**src/rtl/enc_code_fifo_pkg.sv**
```systemverilog
// Shared definitions for the 4-input priority encoder and its consumers.
// Code constants map the highest-priority set D bit to the encoder's Y output.
package enc_pkg;

    localparam int CODE_W = 2;

    typedef logic [CODE_W-1:0] enc_code_t;

    localparam enc_code_t CODE_D0 = 2'b11;
    localparam enc_code_t CODE_D1 = 2'b10;
    localparam enc_code_t CODE_D2 = 2'b01;
    localparam enc_code_t CODE_D3 = 2'b00;

endpackage

```
**src/rtl/enc_code_fifo_if.sv**
```systemverilog
// Encoder-side input and consumer-side ready/valid bundle for enc_code_fifo.
// The drop_cnt signal only exists when ENC_FIFO_DROP_CNT_EN is defined.
interface enc_code_fifo_if
    import enc_pkg::*;
    #(parameter int DEPTH = 4)
    ();

    logic                     enc_valid;
    enc_code_t                enc_Y;
    logic                     out_ready;
    logic                     out_valid;
    enc_code_t                out_code;
    logic [$clog2(DEPTH):0]   level;
    logic                     full;
    logic                     empty;
    logic                     overflow;
`ifdef ENC_FIFO_DROP_CNT_EN
    logic [7:0]               drop_cnt;

    modport slave  (input  enc_valid, enc_Y, out_ready,
                    output out_valid, out_code, level, full, empty, overflow, drop_cnt);
    modport master (output enc_valid, enc_Y, out_ready,
                    input  out_valid, out_code, level, full, empty, overflow, drop_cnt);
`else
    modport slave  (input  enc_valid, enc_Y, out_ready,
                    output out_valid, out_code, level, full, empty, overflow);
    modport master (output enc_valid, enc_Y, out_ready,
                    input  out_valid, out_code, level, full, empty, overflow);
`endif

endinterface

```
**src/rtl/enc_code_fifo_change_detect.sv**
```systemverilog
// Turns the encoder's level-style (valid, Y) pair into a one-cycle push request:
// fires when valid rises or when the code changes while valid stays high.
module enc_change_detect
    import enc_pkg::*;
    (
    input  logic      clk,
    input  logic      rst,
    input  logic      enc_valid,
    input  enc_code_t enc_Y,
    output logic      push_req
    );

    logic      prev_valid;
    enc_code_t prev_Y;

    // Remember last cycle's encoder output unconditionally; a dropped event is never retried.
    always_ff @(posedge clk or posedge rst) begin
        if (rst) begin
            prev_valid <= 1'b0;
            prev_Y     <= '0;
        end else begin
            prev_valid <= enc_valid;
            prev_Y     <= enc_Y;
        end
    end

    assign push_req = enc_valid && (!prev_valid || (enc_Y != prev_Y));

endmodule

```
**src/rtl/enc_code_fifo.sv**
```systemverilog
// Event FIFO behind the priority encoder: change-detected codes are queued and
// presented first-word-fall-through on a ready/valid port.
// Optional: define ENC_FIFO_DROP_CNT_EN to add the saturating drop_cnt output.
module enc_code_fifo
    import enc_pkg::*;
    #(parameter int DEPTH = 4)
    (
    input  logic                   clk,
    input  logic                   rst,
    enc_code_fifo_if.slave         bus
    );

    localparam int AW = $clog2(DEPTH);
    localparam logic [AW:0] FULL_LVL = (AW+1)'(DEPTH);

    enc_code_t   mem [DEPTH];
    logic [AW:0] wr_ptr;
    logic [AW:0] rd_ptr;
    logic [AW:0] level_i;
    logic        full_i;
    logic        empty_i;
    logic        push_req;
    logic        pop;
    logic        push;
    logic        drop;
    logic        overflow_q;

    enc_change_detect u_change_detect (
        .clk       (clk),
        .rst       (rst),
        .enc_valid (bus.enc_valid),
        .enc_Y     (bus.enc_Y),
        .push_req  (push_req)
    );

    // Extra pointer MSB makes the difference span 0..DEPTH, separating full from empty.
    assign level_i = wr_ptr - rd_ptr;
    assign full_i  = (level_i == FULL_LVL);
    assign empty_i = (level_i == '0);

    // A full FIFO still accepts a push when the head leaves in the same cycle.
    assign pop  = !empty_i && bus.out_ready;
    assign push = push_req && (!full_i || pop);
    assign drop = push_req && full_i && !pop;

    // Storage is intentionally not reset; out_code is meaningless while empty.
    always_ff @(posedge clk) begin
        if (push) begin
            mem[wr_ptr[AW-1:0]] <= bus.enc_Y;
        end
    end

    // Pointer advance and the one-cycle overflow pulse for a dropped event.
    always_ff @(posedge clk or posedge rst) begin
        if (rst) begin
            wr_ptr     <= '0;
            rd_ptr     <= '0;
            overflow_q <= 1'b0;
        end else begin
            if (push) wr_ptr <= wr_ptr + 1'b1;
            if (pop)  rd_ptr <= rd_ptr + 1'b1;
            overflow_q <= drop;
        end
    end

`ifdef ENC_FIFO_DROP_CNT_EN
    logic [7:0] drop_cnt_q;

    // Saturating count of dropped events, cleared only by reset.
    always_ff @(posedge clk or posedge rst) begin
        if (rst) begin
            drop_cnt_q <= '0;
        end else if (drop && (drop_cnt_q != 8'hFF)) begin
            drop_cnt_q <= drop_cnt_q + 8'd1;
        end
    end

    assign bus.drop_cnt = drop_cnt_q;
`endif

    assign bus.out_valid = !empty_i;
    assign bus.out_code  = mem[rd_ptr[AW-1:0]];
    assign bus.level     = level_i;
    assign bus.full      = full_i;
    assign bus.empty     = empty_i;
    assign bus.overflow  = overflow_q;

endmodule

```
**src/flat_wrapper.sv**
```systemverilog
// flat-port wrapper written by rule: the top's interface ports become plain ports
module enc_code_fifo_flat import enc_pkg::*;
#(parameter int DEPTH = 4)
  (clk, rst, bus_enc_valid, bus_enc_Y, bus_out_ready, bus_out_valid, bus_out_code, bus_level, bus_full, bus_empty, bus_overflow);
  enc_code_fifo_if #(.DEPTH(DEPTH)) bus_i ();
  input  logic clk;
  input  logic rst;
  input wire logic [$bits(bus_i.enc_valid)-1:0] bus_enc_valid;
  input wire logic [$bits(bus_i.enc_Y)-1:0] bus_enc_Y;
  input wire logic [$bits(bus_i.out_ready)-1:0] bus_out_ready;
  output wire logic [$bits(bus_i.out_valid)-1:0] bus_out_valid;
  output wire logic [$bits(bus_i.out_code)-1:0] bus_out_code;
  output wire logic [$bits(bus_i.level)-1:0] bus_level;
  output wire logic [$bits(bus_i.full)-1:0] bus_full;
  output wire logic [$bits(bus_i.empty)-1:0] bus_empty;
  output wire logic [$bits(bus_i.overflow)-1:0] bus_overflow;
  assign bus_i.enc_valid = bus_enc_valid;
  assign bus_i.enc_Y = bus_enc_Y;
  assign bus_i.out_ready = bus_out_ready;
  assign bus_out_valid = bus_i.out_valid;
  assign bus_out_code = bus_i.out_code;
  assign bus_level = bus_i.level;
  assign bus_full = bus_i.full;
  assign bus_empty = bus_i.empty;
  assign bus_overflow = bus_i.overflow;
  enc_code_fifo #(.DEPTH(DEPTH)) u_core (.clk(clk), .rst(rst), .bus(bus_i));
endmodule
```
**config.mk**
```make
export PLATFORM = sky130hd
export DESIGN_NAME = enc_code_fifo_flat
export DESIGN_NICKNAME = d
export VERILOG_FILES = /design/src/rtl/enc_code_fifo_pkg.sv /design/src/rtl/enc_code_fifo_if.sv /design/src/rtl/enc_code_fifo_change_detect.sv /design/src/rtl/enc_code_fifo.sv /design/src/flat_wrapper.sv
export SDC_FILE = /design/constraint.sdc
export NUM_CORES = 1
export LEC_CHECK = 0
export CORE_MARGIN = 1
export CORE_UTILIZATION = 57
export CTS_BUF_LIST = sky130_fd_sc_hd__clkbuf_4 sky130_fd_sc_hd__clkbuf_8
export DETAILED_ROUTE_END_ITERATION = 7
export PLACE_DENSITY = 0.85
export SLEW_MARGIN = 15
export SYNTH_ARGS = -nofsm -noshare
export SYNTH_HDL_FRONTEND = slang
export SYNTH_HIERARCHICAL = 1
export SYNTH_SLANG_ARGS = --single-unit
```
**constraint.sdc**
```tcl
create_clock -name clk -period 5.8 [get_ports clk]
set_input_delay 1.16 -clock clk [delete_from_list [all_inputs] [get_ports clk]]
set_output_delay 1.16 -clock clk [all_outputs]
set_load 0.05 [all_outputs]
```
==> flow_results.org <==
** Status
- The run finished with clean final reports.

** Worst setup path
- Traced cell by cell, the critical path runs through inv_1 > ha_1 > fa_1 > xor3_2 > or2_1 > inv_1 > clkdlybuf4s50_1.
- Critical path's largest stage delay :: 790 ps
- STA classifies the critical path endpoint as an output pin.
- Data required time at the worst endpoint :: 4640 ps
- Kind of start point of the critical path :: flip-flop
- Of all nets on the critical path, the largest fanout is 8.
- Worst Path Arrival :: 3020 ps
- The worst setup path is of the flip-flop to output pin kind.
- Critical path buffers and inverters :: 3
- For this design, the slowest cell found on the critical path is clkdlybuf4s50_1.
- Most prevalent standard cell on the critical path :: inv_1
- Crit-path leading delay family :: buffers and inverters

** Timing
- Number of endpoints failing setup at the final stage :: 0
- Between clock sinks in the finished design, the worst skew comes to 3.93 ps.
- Part of the cycle the worst path needs :: 0.721
- Unrepaired setup endpoints after global routing :: false
- Transition time at the pin with the least slew margin :: 498 ps
- Based on the critical path, the design can be clocked at up to 239 MHz.
- In this run the tightest slew margin relative to its limit is 0.667.
- Number of hold violations in the final report :: 0
- For the final routed database, the setup TNS stands at 0 ps.
- The max-slew violation total from the final report is 0.
- Final critical delay including setup and external delays :: 4180 ps

** Detailed routing
- The final layout contains routed wiring with a total length of 1.44 mm.
- Starting DRC count in detailed routing :: 17
- Post-DRT Antenna Nets :: 0
- The first detailed-routing pass ran for 4 iterations.
- After detailed routing, the number of remaining DRC violations is 0.
- Count of vias placed by the detailed router :: 483
- Dividing the detail-routed via count by the number of cells gives 5.31.
- Wire length per cell after detailed routing :: 15.8 µm

** Global routing
- For this run the aggregate overflow at the end of global routing stands at 0.
- In the global route stage, overall resource usage came out at 0.224.
- Number of antenna violations at the first check in global routing :: 0
- Wire length of the first global-routing pass :: 2.23 mm
- Maximum number of pins on one net before global-route repair :: 11
- Number of global-route vias before repair :: 503

** CTS
- The longest clock path from root to sink contains 2 buffers.
- Clock-pin slew was measured on the worst setup and hold paths at 100 ps.
- Gates resized, CTS repair :: 0
- Buffers inserted during clock tree synthesis total 3.
- Clock latency on the worst-skew pair :: 280 ps
- Counting every sink on the clock net gives 18.
- Root buffer selected by CTS :: clkbuf_4
- CTS built an H-tree with a depth of 1.
- For this design, the CTS-stage hold fixing added 0 buffers.
- TritonCTS built the clock tree.
- The number of setup buffers added after CTS is 0.

** Logic synthesis
- Yosys printed 6 warnings.
- Syn Area/Cell :: 15.0 µm²
- Distinct cell type count after synthesis :: 22
- Number of synthesized register bits :: 18
- The number of nets handed over by synthesis was 71.
- Of the synthesized area, sequential elements account for 0.565.
- Number of cells produced by synthesis :: 58
- Cell area after synthesis :: 868 µm²

** Die
- The initial utilization of the core area, before any placement, comes to 0.636.
- The initialized floorplan defines 13 standard-cell rows.
- Total die area :: 1680 µm²
- Overall die width :: 41.0 µm
- Core Area :: 1370 µm²
- In this run the vertical extent of the chip is 41.0 µm.
- During I/O placement, the number of pins put on the boundary was 15.

** Hold path
- The worst hold path belongs to the class flip-flop to flip-flop.

** Cells and area
- Number of diodes :: 0
- Most common cell after layout, fill and taps aside :: clkdlybuf4s50_1
- For this run, the post-layout net count is 90.
- Post-synthesis to final-layout area growth :: 21.3%
- Of the cells placed in the final design, the portion with a size suffix greater than 1 is 0.132.
- Most used cells in the layout excluding fill and tap cells :: 14 x clkdlybuf4s50_1, 10 x dfrtp_1, 8 x inv_1, 8 x edfxtp_1, 6 x ha_1

** Placement
- HPWL after detailed placement :: 1.17 mm
- # port buffers :: 14
- Placer Congestion :: 0.697

** Job
- Max-cap violations in this run came to 0.
==> final cells by class <==
cell class                      count  area, µm²
Fill cell                          87        313
Clock buffer                        3       22.5
Tap cell                           15       18.8
Clock inverter                      1       3.75
Inverter                            8       30.0
Timing Repair Buffer               14        140
Sequential cell                    18        490
Multi-Input combinational cell     32        348
==> metrics by stage <==
stage	setup WS [ps]	hold slack, ps	util	area (µm²)	instances
2_1_floorplan	2140	457	-	868	58
3_3_place_gp	2010	497	0.752	1030	87
3_5_place_dp	1920	518	0.752	1030	87
4_1_cts	1600	536	0.771	1050	91
5_1_grt	1480	543	0.771	1050	91
6_report	1620	538	0.771	1050	91
==> worst register-to-register path: stages (launching register included) <==
cell      delay (ps)
dfrtp_1          390
inv_1            110
ha_1             220
fa_1             370
xor3_2           500
a21boi_4         240
and2_1           210
==> state kept, by name (all words and copies together), names as in the netlist <==
name and cells:
u_core/rd_ptr 3, u_core/wr_ptr 3, u_core/u_change_detect/prev_valid 1, u_core/bus.overflow 1
u_core/mem 8, u_core/u_change_detect/prev_Y 2
==> synth_stat cells, drive strengths merged <==
| master | number | area share |
|---|---|---|
| nor2b | 1 | 0.0072 |
| mux4 | 2 | 0.052 |
| mux2 | 2 | 0.030 |
| and3 | 1 | 0.0072 |
| a21oi | 1 | 0.010 |
| a21boi | 1 | 0.022 |
| or2 | 1 | 0.0072 |
| o211ai | 1 | 0.0086 |
| xnor2 | 5 | 0.050 |
| xor3 | 1 | 0.029 |
| and3b | 1 | 0.010 |
| a31oi | 1 | 0.0072 |
| xor2 | 1 | 0.010 |
| fa | 1 | 0.023 |
| inv | 8 | 0.035 |
| edfxtp | 8 | 0.28 |
| ha | 6 | 0.086 |
| dfrtp | 10 | 0.29 |
| and2 | 3 | 0.022 |
| o21ai | 1 | 0.010 |
| nand2 | 2 | 0.0086 |
==> cell families (layout without fill, tap and decap cells) <==
kind of cell    after synthesis  in the layout  share of synthesized area
compound gates                5              5                     0.0577
mux                           4              4                     0.0821
flops                        18             18                      0.565
fa+ha+maj                     7              7                      0.110
buf+inv                       8             26                     0.0346
xor+xnor                      7              7                     0.0893
simple gates                  9              9                     0.0620
==> routing by layer <==
layer / wire, µm / part of all wire / track usage
met3: 47 / 0.033 / 0.0435
met5: 0 / 0 / 0
met4: 12 / 0.0083 / 0.108
met1: 617 / 0.43 / 0.272
met2: 761 / 0.53 / 0.379
==> path summary, 6_finish.rpt <==
check                      slack, ps                    startpoint  cells after the start                                         end
max in group asynchronous       4460                           rst                      2                u_core/rd_ptr[0]$_DFFE_PP0P_
min reg2reg                      540  u_core/rd_ptr[2]$_DFFE_PP0P_                      1                u_core/rd_ptr[2]$_DFFE_PP0P_
max                             1620  u_core/wr_ptr[0]$_DFFE_PP0P_                      7                                   bus_empty
min in group asynchronous       1050                           rst                      2  u_core/u_change_detect/prev_Y[0]$_DFF_PP0_
min                              540  u_core/rd_ptr[2]$_DFFE_PP0P_                      1                u_core/rd_ptr[2]$_DFFE_PP0P_
max reg2reg                     3470  u_core/wr_ptr[0]$_DFFE_PP0P_                      6                  u_core/mem[1][0]$_DFFE_PP_
Power is not shown: default switching activity piles up to over one toggle a cycle in this logic, so the estimate is an artifact.
